## config.mk

```make
export PLATFORM = sky130hd
export DESIGN_NAME = aes_cipher_iter
export DESIGN_NICKNAME = d
export VERILOG_FILES = /design/src/rtl/aes_pkg.sv /design/src/rtl/aes_enc_round.sv /design/src/rtl/aes_cipher_iter.sv
export SDC_FILE = /design/constraint.sdc
export NUM_CORES = 2
export LEC_CHECK = 0
export CORE_AREA = 2 2 657 659
export CTS_CLUSTER_DIAMETER = 40
export DETAILED_ROUTE_END_ITERATION = 16
export DIE_AREA = 0 0 659 661
export PLACE_DENSITY = 0.46
export SLEW_MARGIN = 0
export SYNTH_ARGS = -nofsm -noshare
export SYNTH_HDL_FRONTEND = slang
export SYNTH_SLANG_ARGS = --single-unit
```

## constraint.sdc

```tcl
create_clock -name clks -period 12.73 [get_ports clks]
set_input_delay 2.546 -clock clks [delete_from_list [all_inputs] [get_ports clks]]
set_output_delay 2.546 -clock clks [all_outputs]
set_load 0.005 [all_outputs]
```

## src/rtl/aes_pkg.sv

```systemverilog
// Shared AES definitions: FSM state encoding, round-count derivation and the GF(2^8)
// byte primitives used by both the forward and inverse iterative ciphers.
package aes_pkg;

    localparam int BLOCK_W = 128;

    typedef enum logic [1:0] {
        IDLE   = 2'd0,
        ROUNDS = 2'd1,
        FINAL  = 2'd2
    } aes_fsm_e;

    function automatic int aes_nr(input int nk);
        return nk + 6;
    endfunction

    // Forward S-box, byte x at bits [8x +: 8]
    localparam logic [0:2047] SBOX_TABLE = {
        128'h637c777bf26b6fc53001672bfed7ab76, 128'hca82c97dfa5947f0add4a2af9ca472c0,
        128'hb7fd9326363ff7cc34a5e5f171d83115, 128'h04c723c31896059a071280e2eb27b275,
        128'h09832c1a1b6e5aa0523bd6b329e32f84, 128'h53d100ed20fcb15b6acbbe394a4c58cf,
        128'hd0efaafb434d338545f9027f503c9fa8, 128'h51a3408f929d38f5bcb6da2110fff3d2,
        128'hcd0c13ec5f974417c4a77e3d645d1973, 128'h60814fdc222a908846eeb814de5e0bdb,
        128'he0323a0a4906245cc2d3ac629195e479, 128'he7c8376d8dd54ea96c56f4ea657aae08,
        128'hba78252e1ca6b4c6e8dd741f4bbd8b8a, 128'h703eb5664803f60e613557b986c11d9e,
        128'he1f8981169d98e949b1e87e9ce5528df, 128'h8ca1890dbfe6426841992d0fb054bb16
    };

    function automatic logic [7:0] sbox(input logic [7:0] b);
        return SBOX_TABLE[{b, 3'b000} +: 8];
    endfunction

    function automatic logic [7:0] xtime(input logic [7:0] b);
        return {b[6:0], 1'b0} ^ (b[7] ? 8'h1b : 8'h00);
    endfunction

endpackage

```

## src/rtl/aes_enc_round.sv

```systemverilog
// One combinational AES encryption round: SubBytes, ShiftRows, optional MixColumns
// (skipped for the last round), then AddRoundKey. Byte b sits at row b%4, column b/4.
module aes_enc_round
    import aes_pkg::*;
(
    input  logic [0:BLOCK_W-1] in,
    input  logic [0:BLOCK_W-1] roundKey,
    input  logic               isFinal,
    output logic [0:BLOCK_W-1] out
);

    logic [0:BLOCK_W-1] shifted;
    logic [0:BLOCK_W-1] mixed;

    genvar gi;
    generate
        // Row r is rotated left by r columns as the bytes are substituted
        for (gi = 0; gi < 16; gi++) begin : g_sub_shift
            localparam int R   = gi % 4;
            localparam int C   = gi / 4;
            localparam int SRC = 4 * ((C + R) % 4) + R;
            assign shifted[8*gi +: 8] = sbox(in[8*SRC +: 8]);
        end

        for (gi = 0; gi < 4; gi++) begin : g_mix
            logic [7:0] a0, a1, a2, a3;
            assign a0 = shifted[32*gi      +: 8];
            assign a1 = shifted[32*gi + 8  +: 8];
            assign a2 = shifted[32*gi + 16 +: 8];
            assign a3 = shifted[32*gi + 24 +: 8];
            assign mixed[32*gi      +: 8] = xtime(a0) ^ xtime(a1) ^ a1 ^ a2 ^ a3;
            assign mixed[32*gi + 8  +: 8] = a0 ^ xtime(a1) ^ xtime(a2) ^ a2 ^ a3;
            assign mixed[32*gi + 16 +: 8] = a0 ^ a1 ^ xtime(a2) ^ xtime(a3) ^ a3;
            assign mixed[32*gi + 24 +: 8] = xtime(a0) ^ a0 ^ a1 ^ a2 ^ xtime(a3);
        end
    endgenerate

    assign out = (isFinal ? shifted : mixed) ^ roundKey;

endmodule

```

## src/rtl/aes_cipher_iter.sv

```systemverilog
// Iterative AES encryption, one round per clock, with a start/busy/done handshake.
// Consumes the fully expanded key schedule; one block in flight at a time.
module aes_cipher_iter
    import aes_pkg::*;
#(
    parameter  int Nk = 4,
    localparam int Nr = aes_nr(Nk)
) (
    input  logic                        clks,
    input  logic                        reset,
    input  logic                        enable,
    input  logic [0:BLOCK_W-1]          plainText,
    input  logic [0:BLOCK_W*(Nr+1)-1]   keys,
    output logic [0:BLOCK_W-1]          cipherText,
    output logic                        busy,
    output logic                        done
);

    aes_fsm_e           fsm_q, fsm_d;
    logic [3:0]         round_q, round_d;
    logic [0:BLOCK_W-1] state_q, state_d;
    logic [0:BLOCK_W-1] cipher_q, cipher_d;
    logic               busy_q, busy_d;
    logic               done_q, done_d;

    logic [0:BLOCK_W-1] round_keys [Nr+1];
    logic [0:BLOCK_W-1] round_key;
    logic [0:BLOCK_W-1] round_out;

    genvar gi;
    generate
        for (gi = 0; gi <= Nr; gi++) begin : g_key_slice
            assign round_keys[gi] = keys[BLOCK_W*gi +: BLOCK_W];
        end
    endgenerate

    assign round_key = round_keys[round_q];

    aes_enc_round u_round (
        .in       (state_q),
        .roundKey (round_key),
        .isFinal  (fsm_q == FINAL),
        .out      (round_out)
    );

    always_comb begin
        fsm_d    = fsm_q;
        round_d  = round_q;
        state_d  = state_q;
        cipher_d = cipher_q;
        busy_d   = busy_q;
        done_d   = 1'b0;
        case (fsm_q)
            IDLE: begin
                if (enable) begin
                    state_d = plainText ^ round_keys[0];
                    round_d = 4'd1;
                    busy_d  = 1'b1;
                    fsm_d   = (Nr > 1) ? ROUNDS : FINAL;
                end
            end
            ROUNDS: begin
                state_d = round_out;
                round_d = round_q + 4'd1;
                if (round_q == 4'(Nr - 1)) begin
                    fsm_d = FINAL;
                end
            end
            FINAL: begin
                cipher_d = round_out;
                done_d   = 1'b1;
                busy_d   = 1'b0;
                round_d  = 4'd0;
                fsm_d    = IDLE;
            end
            default: begin
                fsm_d = IDLE;
            end
        endcase
    end

    always_ff @(posedge clks) begin
        if (reset) begin
            fsm_q    <= IDLE;
            round_q  <= 4'd0;
            state_q  <= '0;
            cipher_q <= '0;
            busy_q   <= 1'b0;
            done_q   <= 1'b0;
        end else begin
            fsm_q    <= fsm_d;
            round_q  <= round_d;
            state_q  <= state_d;
            cipher_q <= cipher_d;
            busy_q   <= busy_d;
            done_q   <= done_d;
        end
    end

    assign cipherText = cipher_q;
    assign busy       = busy_q;
    assign done       = done_q;

endmodule
```

==> flow_summary.toml <==
[drt]
met3_length_mm = 114
first_pass_iters = 7
met1Wirelength_mm = 282
viasPerCell = 6.03
post_drt_wl_per_cell_um = 41.4
top_layer = "met5"
met2_length_mm = 313
wl_mm = 777
drtIter0Drc = 20727
drc_errors = 0
postRouteAntennaNets = 0
num_vias = 113242

[synth]
seq_area_frac_synth = 0.0624
netlist_area_um2 = 84700
synth_mux_area_frac = 0.160
synthMostInstantiatedCell = "nand2_1"
synth_top_family_by_area = "compound AO/OA/AOI/OAI gates"
synth_ff_type = "dfxtp_1"
synth_top_area_share = 0.125
async_flop_share = 0
synthSimpleGateAreaFrac = 0.226
synth-edff-count = 0
post_synth_num_cell_types = 124
syn_nets = 13784
synth_compound_area_frac = 0.341
synth_area_leader_cell = "mux4_2"
synthAdderAreaFrac = 0.0359
synth_common_cells = "nand2_1 (1138), o21ai_0 (1094), nor2_1 (940)"
syn_area_per_cell_um2 = 7.05
yosys-top-cells-area = "mux4_2 (12%), o21ai_0 (6.5%), dfxtp_1 (6.2%)"
synthXorXnorAreaFrac = 0.0920
yosysWarnings = 0
syn_inst = 12005
synth_seq_cells = 264

[hold_path]
hold_path_depth = 2
hp-class = "flop to flop"

[pwr]
finalPower_w = 0.0369
p_per_area_nw_per_um2 = 339
ir_drop_mv = 0.321
p_leak_nw = 35.3

[setup_path]
crit_fanout = 66
r2r_start = "state_q[53]"
required_ns = 13.34
r2r_cells = 14
slowest_delay_ns = 0.83
crit_path_start = "state_q[53]"
end_kind = "flop"
critPathKind = "flop to flop"
critPathLaunchType = "flop"
cp_data_arrival_time_ns = 6.89
cpMostUsedCell = "xnor2_1"
reg2reg_slack_ns = 6.44
path_cells = "clkinv_1 -> buf_4 -> ha_1 -> o21ai_0 -> a311o_1 -> o311ai_0 -> a211oi_4 -> buf_4 -> xnor2_1 -> xnor3_1 -> xnor2_1 -> o21ai_1 -> xnor2_1 -> a221o_1"
rr_endpoint = "state_q[116]"
crit_path_end = "state_q[116]"
worst_path_max_delay_cell = "clkinv_1"

[die]
start_util = 0.197
io_pins = 1669
die_area_um2 = 436000
chipHeight_um = 661
core_um2 = 429000
die_w_um = 659
rows = 241

[clocking]
clkSinkCount = 264
clockRootBuffer = "clkbuf_16"
clkTransAtPathRegs_ns = 0.05
cts_setup_buffers = 0
htreeDepth = 3
clock_latency_ns = 0.77
ctsHoldBuffers = 0
cts_tree = "done"
cts_made_buffers = 86
clockBufferDepth = 3
cts-resized-gates = 0

[grt]
grt_overflow = 0
grt_pass1_vias = 101836
grt_usage = 0.338
grt_max_degree = 106
grt_pass1_wl_mm = 1000
antenna_found_initial = 459

[timing]
relSlewSlack = -0.0323
finalHoldViolations = 0
finalCritPeriodShare = 0.494
setup_tns_ns = 0
min_period_ns = 6.29
setup_viol = 0
fin_worst_skew_ns = 0.0768
tightest_slew_ns = 1.54
grt_setup_unrepaired = "no"
max_freq_mhz = 159
timing.final.max_slew_violations = 4

[flow_run]
drv_cap = 2

[final_layout]
finalNetCount = 14523
area_growth_pct = 28.8
drive_above_1_share = 0.103

[place]
place_congestion = 1.13
io_buffers = 1668
hpwl_mm = 622

[status]
violations = "max-capacitance violations, max-slew violations"
status = "complete, but fails checks"
-- report_power, final --
part	switching (W)	internal, W
clock network	0.000802	0.00153
logic	0.0210	0.0120
registers	0.000580	0.00101
total	0.0224	0.0145
-- registers in the layout (all words and copies together) (netlist names) --
| signal | cells |
|---|---|
| round_q | 4 |
| done | 1 |
| state_q | 128 |
| cipherText | 128 |
| busy | 1 |
| fsm_q | 2 |
-- how the worst min path moves through the flow --
| stage | from | slack [ns] | end |
|---|---|---|---|
| CTS | state_q[105] | 0.46 | state_q[105] |
| global placement | state_q[105] | 0.45 | state_q[105] |
| detailed placement | state_q[107] | 0.45 | state_q[107] |
| global route | state_q[107] | 0.48 | state_q[107] |
| finish | state_q[105] | 0.46 | state_q[105] |
| floorplan | cipherText[100] | 0.46 | cipherText[100] |
-- critical path: cells and delay by family, from the launching register on --
kind / cells / cell delay, ns
buffers and inverters: 3 / 1.64
xor gates and xnor gates: 4 / 1.59
DFF: 1 / 0.81
AOI/OAI and AO/OA: 6 / 1.81
adders and majority gates: 1 / 0.27
-- cell usage in the layout (no fill, tap or decap), types with 328 or more instances in the layout --
| master | instances |
|---|---|
| a21oi_1 | 925 |
| buf_4 | 363 |
| clkdlybuf4s50_1 | 1667 |
| mux4_2 | 469 |
| nand2_1 | 1136 |
| nand2b_1 | 368 |
| nor2_1 | 936 |
| nor3_1 | 407 |
| o211ai_1 | 336 |
| o21ai_0 | 1074 |
| xnor2_1 | 483 |
| xor2_1 | 328 |
-- cell type report --
cell class              count  area [um^2]
repair buffers           2040        19600
multi-input cells       10164        72500
fillers                 47606       320000
inverters                 188          713
diodes                    240          601
flip-flops and latches    264         5420
well taps                5710         7140
clock buffers             105         2370
clock inverters            57          703
-- layer usage --
layer	GRT usage	vias up
met5	0	-
met4	0.230	256
met3	0.159	2149
met2	0.483	9035
met1	0.397	54820
li1	-	46982
-- stage by stage --
stage	setup WS, ns	cell area [um^2]	hold slack [ns]	util	cells
after CTS	6.79	108000	0.460	0.253	18524
after detailed placement	6.18	105000	0.455	0.245	18362
after global routing	6.54	109000	0.482	0.254	18677
final	6.44	109000	0.459	0.254	18768
after global placement	6.16	105000	0.451	0.245	18362
after floorplan	8.29	84700	0.462	-	12005
-- kinds of logic (layout without fill, tap and decap cells) --
group,after synthesis,in the layout
AO/OA/AOI/OAI,4333,4333
XOR/XNOR,847,847
adder cells (fa/ha/maj),244,244
buffers and inverters,1577,2390
flip-flops,264,264
multiplexers,757,757
other,0,240
AND/OR/NAND/NOR,3983,3983
No activity file was read; power rests on OpenSTA's default activity.
